<file path="src/rtl/sigmoid_backward_if.sv">
// Operand/result handshake bundle for sigmoid_backward: a valid/ready pair in
// each direction carrying signed QN.QM words.
interface sigmoid_backward_if #(
  parameter int W = 18
);
  logic                in_valid;
  logic                in_ready;
  logic signed [W-1:0] y_in;
  logic signed [W-1:0] grad_in;
  logic                out_valid;
  logic                out_ready;
  logic signed [W-1:0] grad_out;

  modport slave (
    input  in_valid, y_in, grad_in, out_ready,
    output in_ready, out_valid, grad_out
  );

  modport master (
    output in_valid, y_in, grad_in, out_ready,
    input  in_ready, out_valid, grad_out
  );
endinterface

</file>
<file path="src/rtl/sigmoid_backward.sv">
// Sigmoid backward pass: grad_out = g*y*(1-y) through one shared multiplier.
// Define SIGMOID_BWD_ROUND_EN for round-half-up scaling instead of floor.
module sigmoid_backward #(
  parameter int QN = 6,
  parameter int QM = 11
) (
  input logic               clk,
  input logic               reset,
  sigmoid_backward_if.slave bus
);
  localparam int W = QN + QM + 1;
  localparam logic signed [W-1:0] ONE = W'(1 << QM);

  typedef enum logic [1:0] {IDLE, MUL1, MUL2, OUT} state_t;

  state_t              r_state;
  logic signed [W-1:0] r_y;
  logic signed [W-1:0] r_g;
  logic signed [W-1:0] r_d;
  logic signed [W-1:0] r_grad;
  logic                r_out_valid;

  logic signed [W-1:0]   w_mul_a;
  logic signed [W-1:0]   w_mul_b;
  logic signed [2*W-1:0] w_prod;

  function automatic logic signed [W-1:0] clamp_y(input logic signed [W-1:0] y);
    if (y[W-1]) return '0;
    else if (y > ONE) return ONE;
    else return y;
  endfunction

  function automatic logic signed [2*W-1:0] scale(input logic signed [2*W-1:0] x);
`ifdef SIGMOID_BWD_ROUND_EN
    return (x + ((2*W)'(1) <<< (QM - 1))) >>> QM;
`else
    return x >>> QM;
`endif
  endfunction

  // MUL1 forms y*(ONE-y); MUL2 reuses the same product for d*g.
  assign w_mul_a = (r_state == MUL1) ? r_y : r_d;
  assign w_mul_b = (r_state == MUL1) ? (ONE - r_y) : r_g;
  assign w_prod  = (2*W)'(w_mul_a) * (2*W)'(w_mul_b);

  assign bus.in_ready  = (r_state == IDLE);
  assign bus.out_valid = r_out_valid;
  assign bus.grad_out  = r_grad;

  always_ff @(posedge clk) begin
    if (reset) begin
      r_state     <= IDLE;
      r_y         <= '0;
      r_g         <= '0;
      r_d         <= '0;
      r_grad      <= '0;
      r_out_valid <= 1'b0;
    end else begin
      case (r_state)
        IDLE: begin
          if (bus.in_valid) begin
            r_y     <= clamp_y(bus.y_in);
            r_g     <= bus.grad_in;
            r_state <= MUL1;
          end
        end
        MUL1: begin
          r_d     <= W'(scale(w_prod));
          r_state <= MUL2;
        end
        MUL2: begin
          r_grad      <= W'(scale(w_prod));
          r_out_valid <= 1'b1;
          r_state     <= OUT;
        end
        OUT: begin
          if (bus.out_ready) begin
            r_out_valid <= 1'b0;
            r_state     <= IDLE;
          end
        end
        default: r_state <= IDLE;
      endcase
    end
  end
endmodule

</file>
<file path="src/flat_wrapper.sv">
// flat-port wrapper written by rule: the top's interface ports become plain ports
module sigmoid_backward_flat 
#(
  parameter int QN = 6,
  parameter int QM = 11
)
  (clk, reset, bus_in_valid, bus_y_in, bus_grad_in, bus_out_ready, bus_in_ready, bus_out_valid, bus_grad_out);
  sigmoid_backward_if #(.W((18))) bus_i ();
  input logic clk;
  input logic reset;
  input wire logic [$bits(bus_i.in_valid)-1:0] bus_in_valid;
  input wire logic [$bits(bus_i.y_in)-1:0] bus_y_in;
  input wire logic [$bits(bus_i.grad_in)-1:0] bus_grad_in;
  input wire logic [$bits(bus_i.out_ready)-1:0] bus_out_ready;
  output wire logic [$bits(bus_i.in_ready)-1:0] bus_in_ready;
  output wire logic [$bits(bus_i.out_valid)-1:0] bus_out_valid;
  output wire logic [$bits(bus_i.grad_out)-1:0] bus_grad_out;
  assign bus_i.in_valid = bus_in_valid;
  assign bus_i.y_in = bus_y_in;
  assign bus_i.grad_in = bus_grad_in;
  assign bus_i.out_ready = bus_out_ready;
  assign bus_in_ready = bus_i.in_ready;
  assign bus_out_valid = bus_i.out_valid;
  assign bus_grad_out = bus_i.grad_out;
  sigmoid_backward #(.QN(QN), .QM(QM)) u_core (.clk(clk), .reset(reset), .bus(bus_i));
endmodule
</file>
<file path="config.mk">
export PLATFORM = sky130hd
export DESIGN_NAME = sigmoid_backward_flat
export DESIGN_NICKNAME = d
export VERILOG_FILES = /design/src/rtl/sigmoid_backward_if.sv /design/src/rtl/sigmoid_backward.sv /design/src/flat_wrapper.sv
export SDC_FILE = /design/constraint.sdc
export NUM_CORES = 1
export LEC_CHECK = 0
export ABC_AREA = 1
export CAP_MARGIN = 10
export CORE_AREA = 2 2 250 129
export DETAILED_ROUTE_END_ITERATION = 10
export DIE_AREA = 0 0 252 131
export DONT_BUFFER_PORTS = 1
export SYNTH_ARGS = -nofsm -noshare
export SYNTH_HDL_FRONTEND = slang
export SYNTH_SLANG_ARGS = --single-unit
</file>
<file path="constraint.sdc">
create_clock -name clk -period 20.6 [get_ports clk]
set_clock_uncertainty 0.1 [all_clocks]
set_input_delay 6.18 -clock clk [delete_from_list [all_inputs] [get_ports clk]]
set_output_delay 6.18 -clock clk [all_outputs]
set_load 0.01 [all_outputs]
</file>
==> impl_metrics.csv, run 1 <==
group,metric,value,unit
global_route,global_route_met1_usage,45.2,%
finish,layout.area.seq,1480,um^2
placement,numPlacedInstances,2191,
clock_tree,clk_pin_slew,0.06,ns
synth,dominant_combinational_cell_family_by_area_after_synthesis,"adder cells",
routing,antenna_violating_nets_post_route,0,
floorplan,chipHeight,131,um
pwr,leakage_power_of_the_design,7.46,nW
global_route,globalRoute.busiestLayer,"met1",
synth,syn-instance-count,1822,
clock_tree,cts_root_buffer,"clkbuf_16",
worst_setup_path,critical_path.endpoint_type,"register",
global_route,grt_pass1_wl,67.7,mm
global_route,grt_max_degree,53,
synth,netlist.top_cell.by_area,"fa_1",
clock_tree,worst_skew_pair.late_latency,0.35,ns
floorplan,core_region_area,31000,um^2
finish,final_cell_count_no_fill,2207,
floorplan,die_width,252,um
synth,post_synth_mux_area_share,0,%
finish,nets,2183,
synth,yosysSeqAreaShare,10.8,%
placement,io_buffers,0,
global_route,grt_util_met2,34.1,%
synth,yosys-top-cells-area,"fa_1 39%, inv_1 12%, nand2_1 12%, dfxtp_1 11%, ha_1 7.8%",
timing,maxSlewViolCount,0,
floorplan,fp-row-count,46,
finish,post_route_cells_drive_above_1_share,3.67,%
timing,rsz0062_at_grt,"false",
global_route,first_global_vias,11179,
finish,fill_cells,3166,
pwr,seq_power_share,11.8,%
pwr,power_frac_comb,79.1,%
placement,dpl_worst_slack,12.34,ns
worst_setup_path,cpMostUsedCell,"nand2_1",
floorplan,top_level_ports,60,
finish,area_growth,5.09,%
worst_setup_path,timing.critical_path.arrival,8.52,ns
timing,fmax,119,MHz
pwr,post-layout-total-power,1.82,mW
clock_tree,cts-hold-fix-buffers,0,
pwr,peakVddDrop,0.0000612,V
worst_setup_path,start_kind,"register",
routing,detailedRoute.firstPassIterationCount,5,
synth,post_synth_most_frequent_cells,"452 x inv_1, 432 x nand2_1, 264 x fa_1",
synth,syn_area_per_cell,7.52,um^2
global_route,globalRoute.totalOverflow,0,
worst_setup_path,worst-setup-path-type,"register to register",
global_route,grt_use_total,27.9,%
clock_tree,clk_path_buf_depth,2,
synth,synthSimpleGateAreaFrac,21.6,%
synth,synth_compound_area_share,6.00,%
timing,setup_total_negative_slack,0,ns
worst_setup_path,cp_slowest_stage_delay,0.52,ns
timing,worst_pin_slew,1.09,ns
routing,detailroute.via_count,11376,
synth,yosysUniqueCellTypes,49,
timing,finalCritPeriodShare,40.7,%
clock_tree,postCtsResizedCells,0,
placement,cell_area_placed,14100,um^2
synth,synth-edff-count,0,
synth,async_reset_ff_share,0,%
timing,period_minus_slack,8.38,ns
clock_tree,cts_sinks,74,
global_route,antenna_found_initial,0,
outcome,status,"finished clean",
routing,drt-initial-drc-count,1256,
clock_tree,postCtsSetupRepairBufs,0,
synth,synth-xor-area-share,0.895,%
clock_tree,clock_tree_from_tritoncts,"done",
floorplan,floorplan.die_area,33000,um^2
routing,drt_wl_total,43.8,mm
routing,route.detailed.drc,0,
routing,vias_per_cell,5.15,
timing,fin_ws,12.22,ns
worst_setup_path,path_max_fanout,52,
clock_tree,cts_made_buffers,9,
synth,synth_flop_cell,"dfxtp_1",
clock_tree,htree_levels,3,
placement,gp_congestion,0.954,
finish,layout.cell_area.non_filler,14400,um^2
timing,finalSetupViolCount,0,
synth,synthesis_stage_register_bit_count,74,
synth,post-synth-top-area-fraction,38.6,%
worst_setup_path,slowest_stage,"inv_1",
pwr,p_sw_share,60.5,%
pwr,power_density,126,nW/um^2
pwr,internal_power,0.719,mW
floorplan,floorplan.initialDensity,44.3,%
pwr,power.share.clock,9.1,%
pwr,power.switching,1.10,mW
synth,ys_warns,0,
synth,post_synthesis_adder_cell_area_fraction,46.3,%
global_route,grt_util_met3,11.8,%
timing,slew-limit-headroom,27.3,%
synth,post_synth_instance_area,13700,um^2
synth,postSynthNetCount,2211,
synth,yosysMostFrequentCell,"inv_1",
placement,hpwl,37.7,mm
finish,area_occupied_by_multi_input_gates,10300,um^2
routing,routedWlPerCell,19.8,um
flow_run,max_cap_viol_count,0,
min_path,hp-class,"register to register",
worst_setup_path,critical_path_required,20.75,ns
finish,antenna_cells_inserted,0,
timing,final_report_hold_violation_count,0,
cell families after synthesis:
family | Yosys count
buffers and inverters | 513
flip-flops | 74
AO/OA/AOI/OAI | 144
adder cells (fa/ha/maj) | 349
XOR/XNOR | 14
AND/OR/NAND/NOR | 728
final timing paths:
check	endpoint	startpoint	slack [ns]	cells after the start
setup / recovery	u_core.bus.grad_out[13]	u_core.r_state[1]	12.22	33
hold / removal	u_core.r_g[4]	u_core.r_g[4]	0.37	2
setup reg to reg	u_core.bus.grad_out[13]	u_core.r_state[1]	12.22	33
hold reg to reg	u_core.r_g[4]	u_core.r_g[4]	0.37	2
power by group through the flow:
stage,clock network [mW],logic [mW],registers (mW)
after global placement,0,1.36,0.218
after floorplan,0,0.917,0.205
after global routing,0.176,1.58,0.219
after detailed placement,0,1.39,0.218
after CTS,0.167,1.39,0.215
final,0.165,1.44,0.215
state kept, by name, summed over array words and instances, names as in the netlist:
| name | count |
|---|---|
| u_core.r_y | 17 |
| u_core.r_d | 18 |
| u_core.r_state | 2 |
| u_core.bus.out_valid | 1 |
| u_core.bus.grad_out | 18 |
| u_core.r_g | 18 |
cell usage in the layout, fill, tap and decap left out, drive strengths merged, types with 4 or more instances in the layout:
cell type	instances
nand2	442
or2	6
inv	456
o211ai	10
fa	264
xnor2	5
o21ai	52
xor2	9
o21a	4
nand3b	8
nand3	55
clkbuf	10
nor2	198
nor3	9
dfxtp	74
a21oi	64
clkinv	6
nand4	6
buf	16
ha	85
critical path, delay by kind of cell, from the launching register on:
kind,cells,cell delay [ns]
compound gates,5,0.79
flops,1,0.33
simple gates,12,1.94
buf+inv,8,1.53
fa+ha+maj,8,3.50
cell type report:
cell class / instances / area share (%)
inverter: 458 / 12.0
clock inverter: 6 / 0.452
multi-input combinational: 1235 / 71.2
clock buffer: 10 / 1.66
tap: 408 / 3.54
sequential: 74 / 10.3
timing repair buffer: 16 / 0.834
stage by stage:
step                      utilization (%)  hold WS, ns
after global routing                 46.5        0.388
after global placement               45.5        0.351
final                                46.5        0.366
after CTS                            46.5        0.362
after detailed placement             45.5        0.352
after floorplan                         -        0.325
layer usage:
| layer | vias to the layer above | share of wire, % |
|---|---|---|
| li1 | 5265 | - |
| met1 | 5572 | 51 |
| met2 | 523 | 34 |
| met3 | 16 | 15 |
| met4 | 0 | 0.38 |
| met5 | - | 0 |
No activity file was read; power rests on OpenSTA's default activity.
==> run 2, diff against run 1 <==
- clock period: 20.6 -> 6.95 ns (I/O delays scaled with it)
==> run 2 against run 1 <==
Design area increased by 8.5%. Sequential power increased to 3.0 times the previous value. Register-to-register slack worse by 12 ns. Combinational power rose to 3.5 times the previous value. Fmax grew 25%. Count of clock-buffer cells in the layout is 1 lower. Critical endpoint is now u_core.bus.grad_out[17]. Largest cell class unchanged.
==> impl_metrics.csv, run 2 (synthesis gave the netlist of run 1 again) <==
group,metric,value,unit
outcome,status,"finished clean",
placement,io_buffers,0,
worst_setup_path,start_kind,"register",
timing,worst_pin_slew,1.04,ns
worst_setup_path,slowest_stage,"fa_1",
finish,antenna_cells_inserted,0,
routing,routedWlPerCell,19.7,um
clock_tree,htree_levels,3,
floorplan,floorplan.initialDensity,44.3,%
global_route,grt_pass1_wl,69.7,mm
floorplan,chipHeight,131,um
floorplan,floorplan.die_area,33000,um^2
worst_setup_path,worst-setup-path-type,"register to register",
timing,fin_worst_hold_slack,0.375,ns
clock_tree,clk_pin_slew,0.06,ns
routing,detailroute.via_count,11908,
routing,antenna_violating_nets_post_route,0,
routing,drt_wl_total,45.8,mm
worst_setup_path,timing.critical_path.arrival,6.85,ns
global_route,grt_use_total,28.7,%
finish,post_route_cells_drive_above_1_share,12.4,%
flow_run,max_cap_viol_count,0,
pwr,peakVddDrop,0.000253,V
pwr,internal_power,2.79,mW
worst_setup_path,cp_slowest_stage_delay,0.62,ns
clock_tree,cts-hold-fix-buffers,0,
clock_tree,cts_root_buffer,"clkbuf_16",
pwr,power.share.clock,8.2,%
finish,final_common_cell,"inv_1",
worst_setup_path,cpMostUsedCell,"nand2_1",
timing,finalSetupViolCount,0,
clock_tree,worst_skew_pair.late_latency,0.35,ns
placement,hpwl,39.5,mm
pwr,power_frac_comb,81.4,%
floorplan,core_region_area,31000,um^2
finish,area_growth,14.0,%
global_route,first_global_vias,11583,
routing,detailedRoute.firstPassIterationCount,5,
routing,drt-initial-drc-count,1165,
pwr,post-layout-total-power,6.19,mW
finish,final_cell_mix,"442 x inv_1, 415 x nand2_1, 261 x fa_1",
timing,fmax,149,MHz
pwr,p_sw_share,55.0,%
floorplan,top_level_ports,60,
global_route,antenna_found_initial,0,
clock_tree,clock_tree_from_tritoncts,"done",
global_route,grt_max_degree,44,
global_route,globalRoute.totalOverflow,0,
worst_setup_path,cpLargestDelayFamily,"adder cells",
timing,finalCritPeriodShare,96.3,%
floorplan,fp-row-count,46,
worst_setup_path,path_max_fanout,8,
finish,fill_cells,3051,
worst_setup_path,critical_path.endpoint_type,"register",
floorplan,die_width,252,um
clock_tree,cts_sinks,74,
routing,vias_per_cell,5.13,
placement,gp_congestion,0.942,
routing,route.detailed.drc,0,
finish,nets,2296,
worst_setup_path,critical_path_required,7.10,ns
timing,final_report_hold_violation_count,0,
pwr,power_density,396,nW/um^2
timing,maxSlewViolCount,0,
pwr,power.switching,3.40,mW
pwr,leakage_power_of_the_design,8.07,nW
timing,period_minus_slack,6.70,ns
clock_tree,cts_made_buffers,9,
min_path,hp-class,"register to register",
timing,slew-limit-headroom,30.6,%
pwr,seq_power_share,10.4,%
worst_setup_path,critical_path.n_buffers_inverters,8,
clock_tree,clk_path_buf_depth,2,
run 2: worst paths after layout:
path	start	endpoint	slack (ns)	depth (start not counted)
max	u_core.r_state[0]	u_core.bus.grad_out[17]	0.25	30
min	u_core.r_g[4]	u_core.r_g[4]	0.38	2
max reg2reg	u_core.r_state[0]	u_core.bus.grad_out[17]	0.25	30
min reg2reg	u_core.r_g[4]	u_core.r_g[4]	0.38	2
run 2: cell type report:
type | count | area, um^2 | share of cell area [%]
clock inverter | 6 | 90.1 | 0.576
inverter | 458 | 1740 | 11.1
multi-input combinational | 1235 | 10400 | 66.8
sequential | 74 | 1490 | 9.52
clock buffer | 9 | 225 | 1.44
timing repair inverter | 1 | 8.76 | 0.0560
tap | 408 | 510 | 3.27
timing repair buffer | 128 | 1130 | 7.23
run 2: per-stage QoR:
stage               cells  setup TNS [ns]  util (%)  area (um^2)  setup WS (ns)
CTS                  2310               0      49.5        15300         0.0812
global route         2319          -0.117      50.5        15600        -0.0492
finish               2319               0      50.5        15600          0.255
detailed placement   2295          -0.146      48.5        15000        -0.0459
global placement     2295          -0.116      48.5        15000        -0.0747
floorplan            1822               0         -        13700          0.210
run 2: timing repair:
action                     4_1_cts  5_1_grt
gates resized for setup          2       79
setup endpoints to repair        5       23
gates cloned                     0        1
buffers inserted                 0        8
pin swaps                        0       16
run 2: power by group through the flow:
stage          clock, mW  sequential [mW]  combinational, mW
2_1_floorplan          0            0.607               2.72
3_3_place_gp           0            0.642               4.63
3_5_place_dp           0            0.644               4.70
4_1_cts            0.512            0.637               4.74
5_1_grt            0.533            0.652               5.56
6_report           0.508            0.643               5.04
run 2: worst min-delay path, delay by kind of cell, from the launching register on:
| family | cells | cell delay (ns) |
|---|---|---|
| AOI/OAI and AO/OA | 1 | 0.06 |
| DFF | 1 | 0.29 |
| buffers and inverters | 1 | 0.07 |
run 2: routing by layer:
layer / global-route usage, % / vias to the layer above / share of wire [%]
met5: 0 / - / 0
met4: 2.44 / 0 / 0.64
met3: 14.6 / 31 / 16
met2: 35.1 / 581 / 35
met1: 44.8 / 5796 / 49
li1: - / 5500 / -
==> run 3, diff against run 2 <==
- SLEW_MARGIN: unset -> 20
==> results of run 3 <==
No change in the layout: final DEF, timing and power equal those of run 2.
